$ cat config.mk
export PLATFORM = sky130hd
export DESIGN_NAME = hazard_ctrl
export DESIGN_NICKNAME = d
export VERILOG_FILES = /design/src/rtl/hazard_ctrl_pkg.sv /design/src/rtl/hazard_ctrl.sv
export SDC_FILE = /design/constraint.sdc
export NUM_CORES = 1
export LEC_CHECK = 0
export ABC_AREA = 0
export CORE_ASPECT_RATIO = 1.1
export CORE_MARGIN = 2
export CORE_UTILIZATION = 45
export CTS_BUF_LIST = sky130_fd_sc_hd__clkbuf_8 sky130_fd_sc_hd__clkbuf_16
export DETAILED_ROUTE_END_ITERATION = 16
export PLACE_DENSITY = 0.8
export SLEW_MARGIN = 0
export SYNTH_ARGS = -nofsm -noshare
export SYNTH_HDL_FRONTEND = slang
export SYNTH_SLANG_ARGS = --single-unit
$ cat constraint.sdc
create_clock -name clock -period 6.03 [get_ports clock]
set_input_delay 1.809 -clock clock [delete_from_list [all_inputs] [get_ports clock]]
set_output_delay 1.809 -clock clock [all_outputs]
set_load 0.1 [all_outputs]
$ cat src/rtl/hazard_ctrl_pkg.sv
// Shared pipeline definitions for the hazard controller: multiply/divide FSM
// state encodings, ID_md_op codes and the register-match helper.
package hazard_ctrl_pkg;

  typedef enum logic {
    MD_IDLE = 1'b0,
    MD_BUSY = 1'b1
  } md_state_e;

  localparam logic [1:0] MD_OP_NONE = 2'b00;
  localparam logic [1:0] MD_OP_MUL  = 2'b01;
  localparam logic [1:0] MD_OP_DIV  = 2'b10;

  localparam int CNT_W   = 6;
  localparam int STALL_W = 16;

  // Conservative: either source field counts as a read, and $0 never matches.
  function automatic logic regMatch(input logic [4:0] r,
                                    input logic [4:0] rs,
                                    input logic [4:0] rt);
    return (r != 5'd0) && ((r == rs) || (r == rt));
  endfunction

endpackage

$ cat src/rtl/hazard_ctrl.sv
// Pipeline hazard controller: load-use / branch-operand stalls, control-flow
// flushes and sequencing of the multi-cycle multiply/divide unit.
module hazard_ctrl
  import hazard_ctrl_pkg::*;
#(
  parameter int MUL_CYCLES = 4,
  parameter int DIV_CYCLES = 32
) (
  input  logic         clock,
  input  logic         rst_n,
  input  logic [4:0]   ID_rs,
  input  logic [4:0]   ID_rt,
  input  logic         ID_branch,
  input  logic         ID_jump,
  input  logic [1:0]   ID_md_op,
  input  logic         ID_md_use,
  input  logic [4:0]   EXE_num_write,
  input  logic         EXE_reg_write,
  input  logic         EXE_mem_read,
  input  logic         EXE_branch_taken,
  input  logic [4:0]   MEM_num_write,
  input  logic         MEM_mem_read,
  output logic         pc_en,
  output logic         if_id_en,
  output logic         if_id_flush,
  output logic         id_exe_flush,
  output logic         md_start,
  output logic         md_busy,
  output logic         md_done,
  output logic [15:0]  stall_cnt
);

  localparam logic [CNT_W-1:0] MUL_LOAD = CNT_W'(MUL_CYCLES - 1);
  localparam logic [CNT_W-1:0] DIV_LOAD = CNT_W'(DIV_CYCLES - 1);

  md_state_e          r_mdState;
  md_state_e          w_mdStateNext;
  logic [CNT_W-1:0]   r_mdCnt;
  logic [CNT_W-1:0]   w_mdCntNext;
  logic [STALL_W-1:0] r_stallCnt;

  logic w_exeMatch;
  logic w_memMatch;
  logic w_loadUse;
  logic w_branchDep;
  logic w_mdReq;
  logic w_mdConflict;
  logic w_stall;
  logic w_issue;
  logic w_mdLast;

  assign w_exeMatch   = regMatch(EXE_num_write, ID_rs, ID_rt);
  assign w_memMatch   = regMatch(MEM_num_write, ID_rs, ID_rt);
  assign w_loadUse    = EXE_mem_read && w_exeMatch;
  assign w_branchDep  = ID_branch &&
                        ((EXE_reg_write && w_exeMatch) || (MEM_mem_read && w_memMatch));
  assign w_mdReq      = (ID_md_op == MD_OP_MUL) || (ID_md_op == MD_OP_DIV);
  assign md_busy      = (r_mdState == MD_BUSY);
  // Conflict stays asserted through the done cycle; HI/LO are only valid afterwards.
  assign w_mdConflict = md_busy && (ID_md_use || w_mdReq);
  assign w_stall      = w_loadUse || w_branchDep || w_mdConflict;
  assign w_issue      = (r_mdState == MD_IDLE) && w_mdReq && !w_stall && !EXE_branch_taken;
  assign w_mdLast     = md_busy && (r_mdCnt == '0);
  assign stall_cnt    = r_stallCnt;

  always_comb begin
    pc_en        = 1'b1;
    if_id_en     = 1'b1;
    if_id_flush  = 1'b0;
    id_exe_flush = 1'b0;
    md_start     = 1'b0;
    md_done      = 1'b0;
    if (!rst_n) begin
      pc_en        = 1'b0;
      if_id_en     = 1'b0;
      if_id_flush  = 1'b1;
      id_exe_flush = 1'b1;
    end else begin
      md_start = w_issue;
      md_done  = w_mdLast;
      if (EXE_branch_taken) begin
        if_id_flush  = 1'b1;
        id_exe_flush = 1'b1;
      end else if (w_stall) begin
        pc_en        = 1'b0;
        if_id_en     = 1'b0;
        id_exe_flush = 1'b1;
      end else if (ID_jump) begin
        if_id_flush  = 1'b1;
      end
    end
  end

  // A taken branch never cancels a running operation: its issuer is older.
  always_comb begin
    w_mdStateNext = r_mdState;
    w_mdCntNext   = r_mdCnt;
    case (r_mdState)
      MD_IDLE: begin
        if (w_issue) begin
          w_mdStateNext = MD_BUSY;
          w_mdCntNext   = (ID_md_op == MD_OP_MUL) ? MUL_LOAD : DIV_LOAD;
        end
      end
      MD_BUSY: begin
        if (r_mdCnt == '0) begin
          w_mdStateNext = MD_IDLE;
        end else begin
          w_mdCntNext = r_mdCnt - 1'b1;
        end
      end
      default: begin
        w_mdStateNext = MD_IDLE;
        w_mdCntNext   = '0;
      end
    endcase
  end

  always_ff @(posedge clock) begin
    if (!rst_n) begin
      r_mdState <= MD_IDLE;
      r_mdCnt   <= '0;
    end else begin
      r_mdState <= w_mdStateNext;
      r_mdCnt   <= w_mdCntNext;
    end
  end

  // Only cycles actually held by a stall count; a flush-overridden stall does not.
  always_ff @(posedge clock) begin
    if (!rst_n) begin
      r_stallCnt <= '0;
    end else if (w_stall && !EXE_branch_taken && (r_stallCnt != {STALL_W{1'b1}})) begin
      r_stallCnt <= r_stallCnt + 1'b1;
    end
  end

endmodule

# Yosys cells after proc, flatten, opt, wreduce, memory -nomap -nowiden
# Cells that the tools add are included.
dict set report op_classes {
  mux 19
  eq_ne 9
  reduce_logical 26
  add_sub_neg 2
  bitwise_logic 1
}
# operator count
set op_table {}
lappend op_table {{5-bit == test} 4}
lappend op_table {{16-bit by 1-bit adder with 16-bit output (second input constant)} 1}
lappend op_table {{16-bit != test (second input constant)} 1}
lappend op_table {{1-bit two-way mux} 14}
lappend op_table {{1-bit logical AND} 13}
lappend op_table {{6-bit two-way mux} 2}
lappend op_table {{6-bit one-hot mux with 2 select lines} 1}
lappend op_table {{5-bit nonzero test} 2}
lappend op_table {{1-bit logical OR} 7}
lappend op_table {{6-bit zero test} 1}
lappend op_table {{6-bit by 1-bit subtractor with 6-bit output (second input constant)} 1}
lappend op_table {{5-bit two-way mux} 1}
lappend op_table {{2-bit != test (second input constant)} 2}
lappend op_table {{2-bit by 1-bit == test with 1-bit output (second input constant)} 1}
lappend op_table {{2-bit == test (second input constant)} 1}
lappend op_table {{1-bit zero test} 2}
lappend op_table {{1-bit one-hot mux with 2 select lines} 1}
lappend op_table {{2-bit AND reduction} 1}
lappend op_table {{1-bit NOT} 1}
dict set report totals {
  input_bits 31
  regBits 23
  output_inout_bits 23
  word_cells 60
}

# Longest topological paths before layout
# Gate-level depths: netlist of the first run.
dict set report logic_depth {
  ltp_word 13
  mapped_depth 8
  ltp_nobuf 8
}

# Worst setup path after synthesis of the first run
# Ideal clock, no wire load.
dict set report synth_timing {
  kind {input port to output port}
  start {input MEM_num_write[0]}
  end {output md_start}
  n_path_buf 1
  path_slack_ns -1.580
  stages 6
  t_arrival_ns 5.801
  required_ns 4.221
  cell_sequence {or3_1 o311a_1 a222oi_1 buf_4 nand2_1 nor3_1}
}
dict set report synth_via {
  elab_chain_cells 12
  word_cells_on_any_way 14
  classes_between {eq/ne (2); mux (1); reduce/logical (11)}
}
# element line_no
set synth_lines {}
lappend synth_lines {{start, declared} hazard_ctrl.sv:21} ;# input logic [4:0] MEM_num_write,
lappend synth_lines {{5-bit == test} hazard_ctrl_pkg.sv:21} ;# return (r != 5'd0) && ((r == rs) || (r == rt));
lappend synth_lines {{1-bit logical OR} hazard_ctrl_pkg.sv:21}
lappend synth_lines {{1-bit logical AND *} hazard_ctrl_pkg.sv:21}
lappend synth_lines {{1-bit logical AND *} hazard_ctrl.sv:56} ;# ((EXE_reg_write && w_exeMatch) || (MEM_mem_read && w_memMatch));
lappend synth_lines {{1-bit logical OR *} hazard_ctrl.sv:56}
lappend synth_lines {{1-bit logical AND *} hazard_ctrl.sv:55} ;# assign w_branchDep = ID_branch &&
lappend synth_lines {{1-bit logical OR * (2 in series)} hazard_ctrl.sv:61} ;# assign w_stall = w_loadUse || w_branchDep || w_mdConflict;
lappend synth_lines {{1-bit zero test *} hazard_ctrl.sv:62} ;# assign w_issue = (r_mdState == MD_IDLE) && w_mdReq && !w_stall && !EXE_branch_taken;
lappend synth_lines {{1-bit logical AND * (2 in series)} hazard_ctrl.sv:62}
lappend synth_lines {{1-bit two-way mux *} hazard_ctrl.sv:73} ;# if (!rst_n) begin
lappend synth_lines {{end, declared} hazard_ctrl.sv:27} ;# output logic md_start,
# Mark *: on every way between the ends. The rest lies on a longest branch, timed or not.

# Final worst setup path of the first run
# Ends and elaborated chain as after synthesis.

==> results of run 1 <==
[metrics by stage]
step	setup slack [ps]	cell area [µm²]	util, %
after CTS	7.32	2230	67.5
after floorplan	-350	1570	-
after detailed placement	-5.67	2180	66.1
final	228	2240	67.7
after global placement	31.1	2180	66.1
after global routing	91.5	2240	67.7
[area by class of cell]
type	instances	area (µm²)	area share [%]
multi-input combinational	157	1060	47.3
clock inverter	1	5.00	0.224
inverter	4	15.0	0.671
timing repair buffer	56	613	27.4
sequential	23	460	20.6
clock buffer	3	41.3	1.85
tap	36	45.0	2.01
[power by group through the flow]
stage / Clock [µW] / Sequential [µW] / Combinational, µW
global route: 105 / 170 / 153
finish: 92.8 / 169 / 141
detailed placement: 0 / 172 / 140
global placement: 0 / 172 / 138
floorplan: 0 / 177 / 84.1
CTS: 95.9 / 169 / 141
[path summary, 6_finish.rpt]
kind	depth (start not counted)	slack [ps]	end	from
min reg2reg	2	490	stall_cnt[9]	stall_cnt[9]
max reg2reg	8	3830	stall_cnt[0]	stall_cnt[0]
max	8	230	md_start	MEM_num_write[0]
min	2	490	stall_cnt[9]	stall_cnt[9]
[state kept, by name, summed over array words and instances, names as in the netlist]
name       count
stall_cnt     16
md_busy        1
r_mdCnt        6
[cells by family after synthesis]
family | share of synthesized area (%)
AO/OA/AOI/OAI | 10.8
XOR/XNOR | 15.3
adder cells (fa/ha/maj) | 2.43
buffers and inverters | 3.40
flip-flops | 29.8
multiplexers | 5.18
AND/OR/NAND/NOR | 33.1
[repair_timing]
item,4_1_cts,5_1_grt
hold endpoints to repair,0,0
buffers inserted,0,1
pin swaps,1,1
endpoints found under the setup margin,1,3
[cell usage in the layout, fill, tap and decap left out, types with 4 or more instances in the layout]
cell type / Yosys / layout
xor2_1: 7 / 7
nand3_1: 11 / 11
nand2_1: 28 / 28
buf_12: 0 / 6
nand2b_1: 10 / 10
and3_1: 4 / 4
o22ai_1: 4 / 4
nor2_1: 9 / 9
inv_1: 4 / 4
o21ai_0: 4 / 4
mux2i_1: 8 / 8
a21oi_1: 6 / 6
xnor2_1: 20 / 20
dfxtp_1: 23 / 23
clkdlybuf4s50_1: 0 / 47
nor2b_1: 6 / 5
and2_1: 8 / 8
[layer usage]
layer,up-vias,GRT usage (%)
met4,0,5.28
met5,-,0
met1,680,27.7
met2,47,31.3
met3,2,3.94
li1,776,-
[worst reg2reg max path: cells and delay by family, from the launching register on]
kind	cells	cell delay, ps
xor+xnor	1	170
flops	1	390
simple gates	6	1320
fa+ha+maj	1	210
==> summary.txt, run 1 <==
Logic synthesis
  – Top-area cell type share of the netlist area: 29.8%
  – Post-synthesis cell count: 192
  – Post-synth cell types: 38
  – Sequential area share after synthesis: roughly 30%
  – Syn_nets: about 230
  – Ys async rst share: 0%
  – Synth cell count leaders: 28 x nand2_1, 23 x dfxtp_1, 20 x xnor2_1
  – Top-count cell post-synth: nand2_1
  – Post-synth top area cell: dfxtp_1
  – Syn_area_per_cell: approximately 8.0 µm²
  – Cell area after synthesis: approximately 1500 µm²
  – Post-synth EDFFs: 0
  – Synthesis warning total: 0
  – Main synth FF type: dfxtp_1
  – Yosys reg bits: 23
  – Synth top area cells: dfxtp_1 30%, xnor2_1 11%, nand2_1 6.8%

Finish
  – ANT cells: 0
  – Fin nets: 279
  – Non-Filler Instances: 280
  – Fillers: 294
  – Area grow syn2layout: 44.8%
  – Fraction of layout cells with a size suffix above 1: roughly 8.2%

Global routing
  – Total track usage: about a fifth
  – Global-route wire length before repair: between 6 and 7 mm
  – Initial antenna violation count: 0
  – Gr ovfl total: 0
  – Number of global-route vias before repair: about 1400
  – Largest net degree at the start of global routing: 34

Detailed routing
  – Uppermost layer routed: met4
  – Avg WL per Cell: about 13 µm
  – Met3 WL post-DR: 259 µm
  – WL final: around 3.7 mm
  – Vias post-DR: about 1500
  – Final ANT Viol Nets: 0
  – WL met2: approximately 1.6 mm
  – Drt initial violations: 45
  – DRC: 0
  – DR vias/cell: 5.38
  – Metal-1 WL: between 1.5 and 2 mm
  – Number of detailed-route iterations in the first pass: 4

Power and ir drop
  – P_int: about 270 µW
  – Reg power frac: 41.9%
  – Design Power: roughly 400 µW
  – Clock group share of total power: 23.0%
  – Switch Pwr: 135 µW
  – Combinational Power Share: between 30% and 40%
  – Worst vdd ir: 0.145 mV
  – PwrDens: roughly 180 nW/µm²
  – Static leakage: between 0.0008 and 0.0009 µW
  – Switching part of the total: roughly a third

Critical path
  – WP buf/inv: 3
  – CP top delay family: buffers and inverters
  – CP peak stage delay: around 480 ps
  – Critical path type: input port to primary output
  – Cell chain of the critical path: clkdlybuf4s50_1 -> or3_1 -> o311a_1 -> a222oi_1 -> buf_4 -> nand2_1 -> nor3_4 -> buf_12
  – Critical Path AT: 3990 ps
  – CP endpoint kind: primary output
  – Largest fanout on the critical path: 4
  – Critical Path RT: around 4200 ps
  – CP Launch Type: input port
  – Slowest stage cell, crit path: clkdlybuf4s50_1

Min path
  – Hold Crit Class: register to register

Floorplanning
  – Die Wd: between 50 and 60 µm
  – Die Area: 3920 µm²
  – Die Span Y: between 60 and 70 µm
  – I/O Pins: 54
  – Initial Utilization: 46.8%
  – Site row count: 22
  – Area of the core: around 3300 µm²

Place
  – RD Place Congestion: 0.827
  – # placed instances: 275
  – Detailed Place HPWL: about 2.8 mm
  – Port Buffers: 53

Timing
  – Setup TNS: 0 ps
  – Count of final hold-check violations: 0
  – Layout Skew: 6.84 ps
  – Fmax: 172 MHz
  – Final cycle utilization of the critical path: between 90 and 100%
  – Final setup vio count: 0
  – Worst-Margin Slew: about 1000 ps
  – Max Slew Vio Count: 0
  – Fin Hold WS: between 400 and 500 ps
  – Max_slew headroom: between 30% and 40%
  – Min Clock Period, post-route: slightly below 6000 ps
  – RSZ-0062 raised after global routing: false

Clocking
  – Clk pin slew, worst setup/hold paths: ~80 ps
  – Skew-Pair Late Insertion Delay: 260 ps
  – CTS Buf Count: 3
  – Sink Count: 23
  – Hold-fix buffers at CTS: 0
  – Maximum buffer depth of the clock tree: 2
  – CTS tree: yes
  – Root buffer cell: clkbuf_8
  – Post-CTS Resized: 0
  – Clock H-tree levels: 1

Status
  – Status: completed

Flow run
  – # Max-Cap Violations: 0
(Power assumes the default switching activity.)
==> inputs of run 2 (changes only) <==
CAP_MARGIN = 0   (was default)
REMOVE_ABC_BUFFERS = 1   (was default)
TNS_END_PERCENT = 100   (was default)
==> summary.txt, run 2 (synthesis gave the netlist of run 1 again) <==
Global routing
  – Largest net degree at the start of global routing: 26
  – Global-route wire length before repair: between 6 and 7 mm
  – Initial antenna violation count: 0
  – Total track usage: between 20% and 30%
  – Gr ovfl total: 0
  – Number of global-route vias before repair: approximately 1500

Power and ir drop
  – Reg power frac: 41.6%
  – Static leakage: ~0.0009 µW
  – P_int: roughly 270 µW
  – Switch Pwr: roughly 140 µW
  – PwrDens: roughly 180 nW/µm²
  – Clock group share of total power: 23.8%
  – Worst vdd ir: roughly 0.14 mV
  – Design Power: 405 µW
  – Combinational Power Share: between 30% and 40%
  – Switching part of the total: between 30% and 40%

Clocking
  – Root buffer cell: clkbuf_8
  – Sink Count: 23
  – Clk pin slew, worst setup/hold paths: roughly 80 ps
  – Hold-fix buffers at CTS: 0
  – CTS Buf Count: 3
  – Skew-Pair Late Insertion Delay: between 200 and 300 ps
  – CTS tree: yes
  – Clock H-tree levels: 1
  – Maximum buffer depth of the clock tree: 2

Finish
  – Largest register FFs: 16
  – Fraction of layout cells with a size suffix above 1: 7.76%
  – Most frequent cells in the layout: 47 x clkdlybuf4s50_1, 28 x nand2_1, 23 x dfxtp_1
  – Fin nets: 280
  – Commonest non-fill, non-tap cell in the layout: clkdlybuf4s50_1
  – ANT cells: 0
  – Final core occ: 67.3%
  – Area grow syn2layout: 44.0%

Timing
  – Max Slew Vio Count: 0
  – Final cycle utilization of the critical path: slightly below 100%
  – PnR worst setup slack: 162 ps
  – Min Clock Period, post-route: between 5000 and 6000 ps
  – Final setup vio count: 0
  – Fmax: about 170 MHz
  – Worst-Margin Slew: ~980 ps
  – Max_slew headroom: around a third
  – Layout Skew: a little over 2 ps
  – RSZ-0062 raised after global routing: false
  – Fin Hold WS: a little under 500 ps
  – Count of final hold-check violations: 0

Floorplanning
  – Site row count: 22
  – I/O Pins: between 50 and 60
  – Die Wd: ~60 µm
  – Initial Utilization: 46.8%
  – Die Area: 3920 µm²
  – Die Span Y: about 65 µm
  – Area of the core: approximately 3300 µm²

Critical path
  – Largest fanout on the critical path: 7
  – Slowest stage cell, crit path: clkdlybuf4s50_1
  – CP Launch Type: input port
  – Most numerous cell on the critical path: buf_4
  – Critical Path RT: approximately 4200 ps
  – Critical path type: input port to primary output
  – CP endpoint kind: primary output
  – Critical Path AT: roughly 4000 ps
  – CP peak stage delay: ~460 ps
  – Cell chain of the critical path: clkdlybuf4s50_1 -> or3_1 -> o311a_1 -> a222oi_1 -> buf_4 -> nor2_1 -> nor2b_1 -> buf_4 -> buf_12

Detailed routing
  – Avg WL per Cell: 13.2 µm
  – Drt initial violations: 51
  – Final ANT Viol Nets: 0
  – DR vias/cell: roughly 5.4
  – Vias post-DR: 1520
  – WL final: about 3.7 mm
  – Number of detailed-route iterations in the first pass: 4
  – DRC: 0

Status
  – Status: completed

Place
  – Placement Setup Slack: around 78 ps
  – Detailed Place HPWL: approximately 2.8 mm
  – RD Place Congestion: ~0.88
  – Port Buffers: between 50 and 60

Min path
  – Hold Crit Class: register to register

Flow run
  – # Max-Cap Violations: 0
-- run 2: cell count changes in the layout (fill, tap and decap cells not counted) --
cell and change:
nor2b_1 +1, nor3_2 +1, nor4_2 -1, nor4_1 +1, buf_4 +1, nor2b_4 -1, nor3_4 -1
-- run 2: area by class of cell --
cell class	count	area, µm²
Fill cell	276	1080
Multi-Input combinational cell	157	1040
Timing Repair Buffer	57	621
Sequential cell	23	460
Tap cell	36	45.0
Clock buffer	3	41.3
Inverter	4	15.0
Clock inverter	1	5.00
-- run 2: through the flow --
| stage | cell area [µm²] | setup TNS [ps] | instances |
|---|---|---|---|
| 6_report | 2220 | 0 | 281 |
| 5_1_grt | 2220 | 0 | 281 |
| 4_1_cts | 2210 | 0 | 280 |
| 3_5_place_dp | 2170 | 0 | 276 |
| 3_3_place_gp | 2170 | 0 | 276 |
| 2_1_floorplan | 1510 | -6550 | 184 |
-- run 2: metal layers --
layer / wire (µm) / vias to the layer above / GRT usage, %
li1: - / 776 / -
met1: 1660 / 689 / 24.7
met2: 1710 / 48 / 35.2
met3: 283 / 7 / 3.74
met4: 59 / 0 / 7.22
met5: 0 / - / 0
-- run 2: critical path: cells and delay by family --
kind,cells,cell delay (ps)
AO/OA/AOI/OAI,2,620
AND/OR/NAND/NOR,3,630
buffers and inverters,4,990
-- run 2: worst paths after layout --
kind | from | endpoint | slack (ps) | cells after the start
worst max register to register | stall_cnt[0] | stall_cnt[0] | 3830 | 8
worst max-delay path | MEM_num_write[0] | if_id_en | 160 | 9
worst min-delay path | r_mdCnt[2] | r_mdCnt[2] | 490 | 2
worst min register to register | r_mdCnt[2] | r_mdCnt[2] | 490 | 2
-- run 2: what timing repair did --
item / in CTS / in global routing
buffers inserted: 0 / 1
resized for setup: 0 / 1
endpoints found under the setup margin: 0 / 3
-- run 2: power groups by stage --
stage | Combinational, µW | Clock (µW) | Sequential [µW]
2_1_floorplan | 73.0 | 0 | 180
3_3_place_gp | 137 | 0 | 172
3_5_place_dp | 138 | 0 | 172
4_1_cts | 139 | 99.1 | 168
5_1_grt | 152 | 105 | 170
6_report | 140 | 96.3 | 168
